## src/rtl/hazard_scoreboard_pkg.sv

```systemverilog
// Shared types and constants for the hazard scoreboard and its operand matcher.
package hazard_scoreboard_pkg;

    // Decoder opcode encoding shared with the decode stage.
    typedef enum logic [2:0] {
        ARITHM = 3'd0,
        LW     = 3'd1,
        SW     = 3'd2,
        BE     = 3'd3,
        BLT    = 3'd4,
        BGT    = 3'd5,
        NOP    = 3'd6
    } opcode_t;

    // Destination field is sized for the largest supported register file;
    // narrower register indices are zero-extended before being stored or compared.
    localparam int HZ_DEST_W = 8;

    typedef struct packed {
        logic                 valid;
        logic [HZ_DEST_W-1:0] dest;
        logic                 is_load;
    } hz_entry_t;

    localparam hz_entry_t HZ_ENTRY_EMPTY = '{valid: 1'b0, dest: 8'd0, is_load: 1'b0};

    // Bit positions inside the haz output.
    localparam int HAZ_LOAD_USE = 0;
    localparam int HAZ_BRANCH   = 1;
    localparam int HAZ_R0       = 2;
    localparam int HAZ_FWD      = 3;

endpackage

```

## src/rtl/hazard_scoreboard_fwd_match.sv

```systemverilog
// Compares one read operand against every tracked entry and returns the
// youngest matching stage (0 = no match, register file) plus its load flag.
module hazard_fwd_match
    import hazard_scoreboard_pkg::*;
#(
    parameter int FWD_DEPTH = 2,
    parameter int SEL_W     = 2
) (
    input  hz_entry_t            entries [FWD_DEPTH],
    input  logic [HZ_DEST_W-1:0] operand,
    output logic [SEL_W-1:0]     sel,
    output logic                 is_load
);

    logic hit_s;

    // Walk oldest to youngest so the youngest matching stage wins.
    always_comb begin
        sel     = {SEL_W{1'b0}};
        is_load = 1'b0;
        hit_s   = 1'b0;
        for (int i = FWD_DEPTH - 1; i >= 0; i--) begin
            hit_s   = entries[i].valid && (entries[i].dest == operand);
            sel     = hit_s ? SEL_W'(i + 1) : sel;
            is_load = hit_s ? entries[i].is_load : is_load;
        end
    end

endmodule

```

## src/rtl/hazard_scoreboard.sv

```systemverilog
// Decode/issue hazard scoreboard: tracks in-flight destinations, selects
// forwarding sources and raises load-use, branch-data and busy-R0 stalls.
module hazard_scoreboard
    import hazard_scoreboard_pkg::*;
#(
    parameter int NUM_REGS   = 16,
    parameter int FWD_DEPTH  = 2,
    parameter int MULDIV_LAT = 4,
    parameter int CNT_W      = 16
) (
    input  logic                             clk,
    input  logic                             rst_n,
    input  logic                             issue_valid,
    input  opcode_t                          issue_opcode,
    input  logic                             issue_r0_en,
    input  logic [$clog2(NUM_REGS)-1:0]      issue_r1,
    input  logic [$clog2(NUM_REGS)-1:0]      issue_r2,
    input  logic                             flush,
    output logic                             issue_ready,
    output logic                             stall,
    output logic [$clog2(FWD_DEPTH+1)-1:0]   fwd_r1,
    output logic [$clog2(FWD_DEPTH+1)-1:0]   fwd_r2,
    output logic [3:0]                       haz,
    output logic [CNT_W-1:0]                 stall_count
);

    localparam int SEL_W = $clog2(FWD_DEPTH + 1);
    localparam logic [SEL_W-1:0] STAGE1 = SEL_W'(1);

    hz_entry_t             entries_r [FWD_DEPTH];
    logic [3:0]            r0_cnt_r;
    logic [CNT_W-1:0]      stall_cnt_r;

    logic                  rd_r1_s, rd_r2_s, wr_r1_s, is_branch_s, is_load_s;
    logic [HZ_DEST_W-1:0]  op1_s, op2_s;
    logic [SEL_W-1:0]      sel_r1_s, sel_r2_s;
    logic                  ld_r1_s, ld_r2_s;
    logic                  use_r1_s, use_r2_s;
    logic                  load_use_s, branch_s, r0_haz_s, stall_s, accept_s;
    logic [SEL_W-1:0]      fwd_r1_s, fwd_r2_s;
    hz_entry_t             new_entry_s;

    assign op1_s = HZ_DEST_W'(issue_r1);
    assign op2_s = HZ_DEST_W'(issue_r2);

    // Decode which fields the presented instruction reads and writes.
    always_comb begin
        rd_r1_s     = 1'b0;
        rd_r2_s     = 1'b0;
        wr_r1_s     = 1'b0;
        is_branch_s = 1'b0;
        is_load_s   = 1'b0;
        if (issue_r0_en) begin
            rd_r1_s = 1'b1;
            rd_r2_s = 1'b1;
        end else begin
            case (issue_opcode)
                ARITHM: begin
                    rd_r1_s = 1'b1;
                    rd_r2_s = 1'b1;
                    wr_r1_s = 1'b1;
                end
                LW: begin
                    rd_r2_s   = 1'b1;
                    wr_r1_s   = 1'b1;
                    is_load_s = 1'b1;
                end
                SW: begin
                    rd_r1_s = 1'b1;
                    rd_r2_s = 1'b1;
                end
                BE, BLT, BGT: begin
                    rd_r1_s     = 1'b1;
                    is_branch_s = 1'b1;
                end
                default: begin
                    rd_r1_s = 1'b0;
                end
            endcase
        end
    end

    hazard_fwd_match #(.FWD_DEPTH(FWD_DEPTH), .SEL_W(SEL_W)) u_match_r1 (
        .entries (entries_r),
        .operand (op1_s),
        .sel     (sel_r1_s),
        .is_load (ld_r1_s)
    );

    hazard_fwd_match #(.FWD_DEPTH(FWD_DEPTH), .SEL_W(SEL_W)) u_match_r2 (
        .entries (entries_r),
        .operand (op2_s),
        .sel     (sel_r2_s),
        .is_load (ld_r2_s)
    );

    // Hazard detection; forwarding is suppressed while the instruction is held.
    always_comb begin
        use_r1_s   = issue_valid & rd_r1_s;
        use_r2_s   = issue_valid & rd_r2_s;
        load_use_s = (use_r1_s & (sel_r1_s == STAGE1) & ld_r1_s) |
                     (use_r2_s & (sel_r2_s == STAGE1) & ld_r2_s);
        branch_s   = use_r1_s & is_branch_s & (sel_r1_s == STAGE1);
        r0_haz_s   = issue_valid & (r0_cnt_r != 4'd0) & (is_branch_s | issue_r0_en);
        stall_s    = load_use_s | branch_s | r0_haz_s;
        fwd_r1_s   = (use_r1_s & ~stall_s) ? sel_r1_s : {SEL_W{1'b0}};
        fwd_r2_s   = (use_r2_s & ~stall_s) ? sel_r2_s : {SEL_W{1'b0}};
        accept_s   = issue_valid & ~stall_s & ~flush;
        new_entry_s         = HZ_ENTRY_EMPTY;
        new_entry_s.valid   = accept_s & wr_r1_s;
        new_entry_s.dest    = op1_s;
        new_entry_s.is_load = is_load_s;
    end

    assign stall       = stall_s;
    assign issue_ready = ~stall_s;
    assign fwd_r1      = fwd_r1_s;
    assign fwd_r2      = fwd_r2_s;
    assign stall_count = stall_cnt_r;

    always_comb begin
        haz               = 4'b0000;
        haz[HAZ_LOAD_USE] = load_use_s;
        haz[HAZ_BRANCH]   = branch_s;
        haz[HAZ_R0]       = r0_haz_s;
        haz[HAZ_FWD]      = issue_valid & ((fwd_r1_s != {SEL_W{1'b0}}) | (fwd_r2_s != {SEL_W{1'b0}}));
    end

    // Shift the scoreboard each cycle; flush kills every tracked entry.
    always_ff @(posedge clk or negedge rst_n) begin
        if (!rst_n) begin
            for (int i = 0; i < FWD_DEPTH; i++) entries_r[i] <= HZ_ENTRY_EMPTY;
        end else if (flush) begin
            for (int i = 0; i < FWD_DEPTH; i++) entries_r[i] <= HZ_ENTRY_EMPTY;
        end else begin
            for (int i = 1; i < FWD_DEPTH; i++) entries_r[i] <= entries_r[i-1];
            entries_r[0] <= new_entry_s;
        end
    end

    // R0 busy counter: reload on an accepted MULT/DIV, otherwise count down to zero.
    always_ff @(posedge clk or negedge rst_n) begin
        if (!rst_n) begin
            r0_cnt_r <= 4'd0;
        end else if (accept_s && issue_r0_en) begin
            r0_cnt_r <= 4'(MULDIV_LAT);
        end else if (r0_cnt_r != 4'd0) begin
            r0_cnt_r <= r0_cnt_r - 4'd1;
        end else begin
            r0_cnt_r <= r0_cnt_r;
        end
    end

    // Saturating count of stalled cycles.
    always_ff @(posedge clk or negedge rst_n) begin
        if (!rst_n) begin
            stall_cnt_r <= {CNT_W{1'b0}};
        end else if (stall_s && (stall_cnt_r != {CNT_W{1'b1}})) begin
            stall_cnt_r <= stall_cnt_r + {{(CNT_W-1){1'b0}}, 1'b1};
        end else begin
            stall_cnt_r <= stall_cnt_r;
        end
    end

endmodule

```

## config.mk

```make
export PLATFORM = sky130hd
export DESIGN_NAME = hazard_scoreboard
export DESIGN_NICKNAME = d
export VERILOG_FILES = /design/src/rtl/hazard_scoreboard_pkg.sv /design/src/rtl/hazard_scoreboard_fwd_match.sv /design/src/rtl/hazard_scoreboard.sv
export SDC_FILE = /design/constraint.sdc
export NUM_CORES = 1
export LEC_CHECK = 0
export CAP_MARGIN = 10
export CORE_ASPECT_RATIO = 0.7
export CORE_MARGIN = 2
export CORE_UTILIZATION = 47
export CTS_BUF_LIST = sky130_fd_sc_hd__clkbuf_16
export CTS_CLUSTER_SIZE = 10
export DETAILED_ROUTE_END_ITERATION = 6
export GPL_TIMING_DRIVEN = 0
export PLACE_DENSITY_LB_ADDON = 0.3
export SLEW_MARGIN = 15
export SYNTH_ARGS = -nofsm -noshare
export SYNTH_HDL_FRONTEND = slang
export SYNTH_SLANG_ARGS = --single-unit
```

## constraint.sdc

```tcl
create_clock -name clk -period 4.07 [get_ports clk]
set_input_delay 1.0175 -clock clk [delete_from_list [all_inputs] [get_ports clk]]
set_output_delay 1.0175 -clock clk [all_outputs]
set_load 0.1 [all_outputs]
```

After elaboration in Yosys (flattened, before gate mapping) --
Index checks and enable logic that the tools add are counted.
Word-level totals: output and inout port bits 26, flip-flop bits (word level) 40, input bits 16, logic and storage cells 83
Operators by class: reduce and logical (&&, ||, !) cells 15, bitwise logic cells 23, eq/ne operators 12, multiplexer cells 23, $add $sub $neg 2
Operators with widths (count):
- 8-bit by 4-bit equality test with 1-bit output | 4
- 20-bit 2-to-1 mux | 1
- 16-bit by 1-bit adder with 16-bit output, second input constant | 1
- 1-bit AND | 16
- 16-bit != test, second input constant | 1
- 1-bit 2-to-1 mux | 14
- 2-bit 2-to-1 mux | 6
- 4-bit 2-to-1 mux | 2
- 3-bit by 2-bit equality test with 1-bit output, second input constant | 2
- 3-bit equality test, second input constant | 2
- 1-bit logical AND | 6
- 2-bit nonzero test | 3
- 3-bit OR reduction | 2
- 1-bit bitwise OR | 5
- 5-bit OR reduction | 1
- 2-bit by 1-bit equality test with 1-bit output, second input constant | 2
- 4-bit nonzero test | 1
- 4-bit by 1-bit subtractor with 4-bit output, second input constant | 1
- 3-bit by 1-bit equality test with 1-bit output, second input constant | 1
- 3-bit logical NOT | 1
- 1-bit NOT | 2
- 2-bit OR reduction | 1

Depth between registers and ports, before layout --
depth in word-level cells 16, mapped depth 10, mapped depth without buffers 9

Hierarchy --
From an unflattened synthesis, not the netlist that was laid out.
Unflattened totals: cells, all modules 215, area, all modules 2112.0 um2
Modules (own cells, without submodules):
- hazard_scoreboard | cells each 157, sequential area each 800.8 um2, area each 1639.1 um2, instances 1
- hazard_fwd_match | cells each 29, sequential area each 0.0 um2, area each 236.5 um2, instances 2

Worst setup path before layout --
OpenSTA, ideal clock, no wires.
path type input to output, start in issue_opcode[2], end out fwd_r1[0], data arrival time 4816 ps, slack -1764 ps, buffers on the path 1, stages on the path 7, required time 3053 ps, path through nand2b_1 > o311ai_0 > o22a_1 > o21a_2 > clkinv_2 > buf_6 > nor3_1
Between the ends: longest elaborated chain between the ends 13, elaborated cells between the ends (all ways) 31
RTL lines:
- start, declared | line hazard_scoreboard.sv:14 | input opcode_t issue_opcode,
- 3-bit by 2-bit equality test with 1-bit output (tied with other cells) | line hazard_scoreboard.sv:57 | case (issue_opcode)
- 5-bit OR reduction (no source line) / 3-bit OR reduction (equally long branches)
- 1-bit 2-to-1 mux | line hazard_scoreboard.sv:57
- 1-bit 2-to-1 mux | line hazard_scoreboard.sv:53 | if (issue_r0_en) begin
- 1-bit AND (on tied branches) | line hazard_scoreboard.sv:99, hazard_scoreboard.sv:100
- 1-bit AND (on tied branches) (2 in series) | line hazard_scoreboard.sv:101, hazard_scoreboard.sv:102
- 1-bit bitwise OR | line hazard_scoreboard.sv:101 | load_use_s = (use_r1_s & (sel_r1_s == STAGE1) & ld_r1_s) |
- 1-bit bitwise OR | line hazard_scoreboard.sv:105 | stall_s = load_use_s | branch_s | r0_haz_s;
- 1-bit bitwise OR * | line hazard_scoreboard.sv:105
- 1-bit NOT *
- net issue_ready | line hazard_scoreboard.sv:19 | output logic issue_ready,
- 1-bit AND * | line hazard_scoreboard.sv:106 | fwd_r1_s = (use_r1_s & ~stall_s) ? sel_r1_s : {SEL_W{1'b0}};
- 2-bit 2-to-1 mux * | line hazard_scoreboard.sv:106
- end, declared | line hazard_scoreboard.sv:21 | output logic [$clog2(FWD_DEPTH+1)-1:0] fwd_r1,
The timed path passes the listed nets; every way through them passes the cells marked *.

Worst setup path after layout --
start in issue_r1[0], end out haz[1]
Between the ends: longest elaborated chain between the ends 6, elaborated cells between the ends (all ways) 8
RTL lines:
- start, declared | line hazard_scoreboard.sv:16 | input logic [$clog2(NUM_REGS)-1:0] issue_r1,
- 8-bit by 4-bit equality test with 1-bit output | line hazard_scoreboard_fwd_match.sv:23 | hit_s = entries[i].valid && (entries[i].dest == operand);
- 1-bit logical AND | line hazard_scoreboard_fwd_match.sv:23
- 2-bit 2-to-1 mux | line hazard_scoreboard_fwd_match.sv:24 | sel = hit_s ? SEL_W'(i + 1) : sel;
- 2-bit 2-to-1 mux * | line hazard_scoreboard_fwd_match.sv:24
- 2-bit by 1-bit equality test with 1-bit output * | line hazard_scoreboard.sv:103 | branch_s = use_r1_s & is_branch_s & (sel_r1_s == STAGE1);
- 1-bit AND * | line hazard_scoreboard.sv:103
- end, declared | line hazard_scoreboard.sv:23 | output logic [3:0] haz,
Every way passes the cells marked *; elsewhere a longest branch is shown, timed or not.

==> run summary <==
post-DP HPWL: 2.868 mm
mean routed wirelength per cell: 14.87 um
CTS Buffer Depth: 2
initial antenna violation count: 0
Slew Viols, Final: 0
peak supply drop: 0.4604 mV
Slew @ Worst Pin: 0.9719 ns
Reg clk slew, reported paths: 0.05 ns
outcome: finished, final reports clean
Hold Fails Final Rpt: 0
number of max-cap violations: 0
Die ar.: 4120 um2
Setup-failing EPs final: 0
sequential share of power: 31.5%
Crit path max-delay family: buffers and inverters
synth cell count leaders: dfrtp_1, xnor2_1, nor2_1
CTS tree: done
Worst Path Class, Setup: input port to output port
internal power: 0.7541 mW
gr ovfl total: 0
FF-to-FF setup slack: 1.58 ns
Leak: 1.065 nW
main combinational cell family by area after synthesis: simple AND/OR/NAND/NOR gates
post-route ant nets: 0
top cells by area, synth: dfrtp_1, xnor2_1, nand3_1
# port buffers: 41
placed inst area: 2271 um2
Worst Setup Slack, final: 0.06958 ns
crit share post-route: 98.29%
via count: 1,436
pre-CTS WS: -1.221 ns
Net Count, Synth: 191
post-route clock skew: 0.004068 ns
Die X: 75.87 um
Final Non-Filler Cells: 276
mux contribution to synthesized area: 0.6627%
end of the critical path: haz[1]
Die Span Y: 54.31 um
crit path time final: 4.000 ns
later-pin clock latency in the skew report: 0.27 ns
Critical path origin: issue_r1[0]
root buffer cell: clkbuf_16
vias in the first global route: 1,360
CP Depth: 6
first-pass GRT wire length: 6.147 mm
cell taking the most area after synthesis: dfrtp_1
Critical Path Max Stage Delay: 0.54 ns
routability cong.: 0.8715
sequential area share after synthesis: 45.66%
Post-Synthesis Cell Area: 1699 um2
antenna fix cells: 0
top-count cell post-synth: dfrtp_1
pwr/cell area: 536.2 nW/um2
Final Cell Area: 2484 um2
post-synthesis adder-cell area fraction: 1.473%
Rows: 18
Rel. slew slack: 35.00%
worst flop-to-flop path startpoint: entries_r[11]
most common flop cell mapped by yosys: dfrtp_1
Netlist cell types: 44
I/O pin count: 42
number of synthesized flops with an enable pin: 0
Tot GR Track Use: 20.63%
Yosys reg bits: 31
Starting Density: 48.67%
Worst Path Arrival: 2.98 ns
Area Growth Syn to Fin: 46.17%
compound-cell area share of the yosys netlist: 5.155%
Mapped Cells: 173
initial drt markers: 93
Fin Setup TNS: 0 ns
crit path cell chain: clkdlybuf4s50_1 -> xor2_1 -> nor3_2 -> nor3b_1 -> buf_4 -> clkdlybuf4s15_2
share of the synthesized area in the top cell type: 45.66%
Synth Area in Simple Gates: 26.51%
core box area: 3491 um2
Yosys warnings: 0
Nets: 245
Worst R2R Path Depth: 10
Worst setup SP type: input port
Avg Vias per Cell: 5.203
clock sink total: 31
DRT Pass-1 Iters: 4
switching power share of the total: 43.38%
H-tree Lvls: 2
crit path buf inv count: 3
Comb power frac: 43.5%
final WL: 4.104 mm
DRC Markers: 0
crit-path max FO: 3
f_max: 250.0 MHz
Slowest cell on crit path: clkdlybuf4s15_2
async set-reset flop share out of synthesis: 100.0%
power share of the clock group: 25.0%
pin count of the biggest net entering global routing: 32
switching pwr: 0.5778 mW
Hold Path Class: flip-flop to flip-flop
CTS Buf Count: 5
Post-Syn Area per Cell: 9.822 um2
layout cells sized above 1: 20.35%
Core Util, Final: 71.15%
post-synthesis xor/xnor area fraction: 14.95%
Critical Path Sink Type: output port
Placed Cells: 264
data required time of the worst path: 3.05 ns
reg2reg end: stall_count[6]
[worst min-delay path by stage]
| stage | from | to | slack (ns) | depth (start not counted) |
|---|---|---|---|---|
| finish | stall_count[13] | stall_count[13] | 0.48 | 1 |
| CTS | stall_count[13] | stall_count[13] | 0.48 | 1 |
| floorplan | r0_cnt_r[3] | r0_cnt_r[3] | 0.49 | 1 |
| global placement | stall_count[13] | stall_count[13] | 0.47 | 1 |
| detailed placement | stall_count[12] | stall_count[12] | 0.48 | 1 |
| global route | stall_count[13] | stall_count[13] | 0.51 | 1 |
[power by group through the flow]
stage / combinational, mW / sequential [mW] / clock [mW]
floorplan: 0.231 / 0.624 / 0
global placement: 0.561 / 0.418 / 0
detailed placement: 0.576 / 0.422 / 0
CTS: 0.571 / 0.418 / 0.339
global route: 0.613 / 0.427 / 0.352
finish: 0.579 / 0.419 / 0.333
[kinds of logic (layout without fill, tap and decap cells)]
kind of cell,count (synthesis),in the layout
AO/OA/AOI/OAI,12,12
XOR/XNOR,29,29
adder cells (fa/ha/maj),2,2
buffers and inverters,18,71
flip-flops,31,31
multiplexers,1,1
AND/OR/NAND/NOR,80,80
[flip-flops by register name, summed over array words and instances (netlist names)]
| name | flops |
|---|---|
| r0_cnt_r | 4 |
| stall_count | 16 |
| entries_r | 11 |
[worst reg2reg max path, cell delays in order, from the launching register on]
cell and delay (ns):
dfrtp_1 0.40, inv_2 0.06, a222oi_1 0.35, or3b_4 0.44
o22a_4 0.25, o21a_4 0.23, clkinv_8 0.10, buf_4 0.12
buf_6 0.13, nand3b_1 0.13, xnor2_1 0.17
[layer usage]
layer | up-vias | GRT usage (%) | routed length, um
met4 | 0 | 10.23 | 40
met1 | 692 | 25.92 | 1853
met5 | - | 0 | 0
li1 | 698 | - | -
met3 | 5 | 5.341 | 198
met2 | 41 | 33.19 | 2011
[layout make-up]
cell class / count / area [um2]
multi-input combinational: 124 / 943.4
buffer: 6 / 41.29
clock inverter: 1 / 3.754
fill: 253 / 1007
tap: 50 / 62.56
clock buffer: 5 / 125.1
inverter: 11 / 53.80
sequential: 31 / 775.7
timing repair buffer: 48 / 478.0
[cells in the final DEF (no fill, tap or decap), types with 3 or more instances in the layout]
cell,Yosys,final
buf_2,0,3
dlymetal6s2s_1,0,3
nor2b_1,8,8
dlygate4sd2_1,0,4
clkdlybuf4s50_1,0,23
and3_1,3,3
dfrtp_1,31,31
xor2_1,6,6
buf_6,2,4
nor3_1,9,6
nor2_1,15,13
inv_1,9,10
nand3_1,12,11
nand4_1,6,6
clkbuf_16,0,5
nand2_1,6,6
buf_4,3,11
nand3b_1,3,3
xnor2_1,23,23
and2_1,3,3
[repair_timing]
action	CTS	global route
setup endpoints to repair	10	9
hold buffers	0	0
setup buffers	2	5
resized for setup	76	5
pin swaps	4	5
[stage by stage]
step           hold slack [ns]  total power, mW
2_1_floorplan           0.4889           0.8542
3_3_place_gp            0.4736           0.9794
3_5_place_dp            0.4774           0.9977
4_1_cts                 0.4850            1.328
5_1_grt                 0.5050            1.393
6_report                0.4784            1.332
No activity file was read; power rests on OpenSTA's default activity.
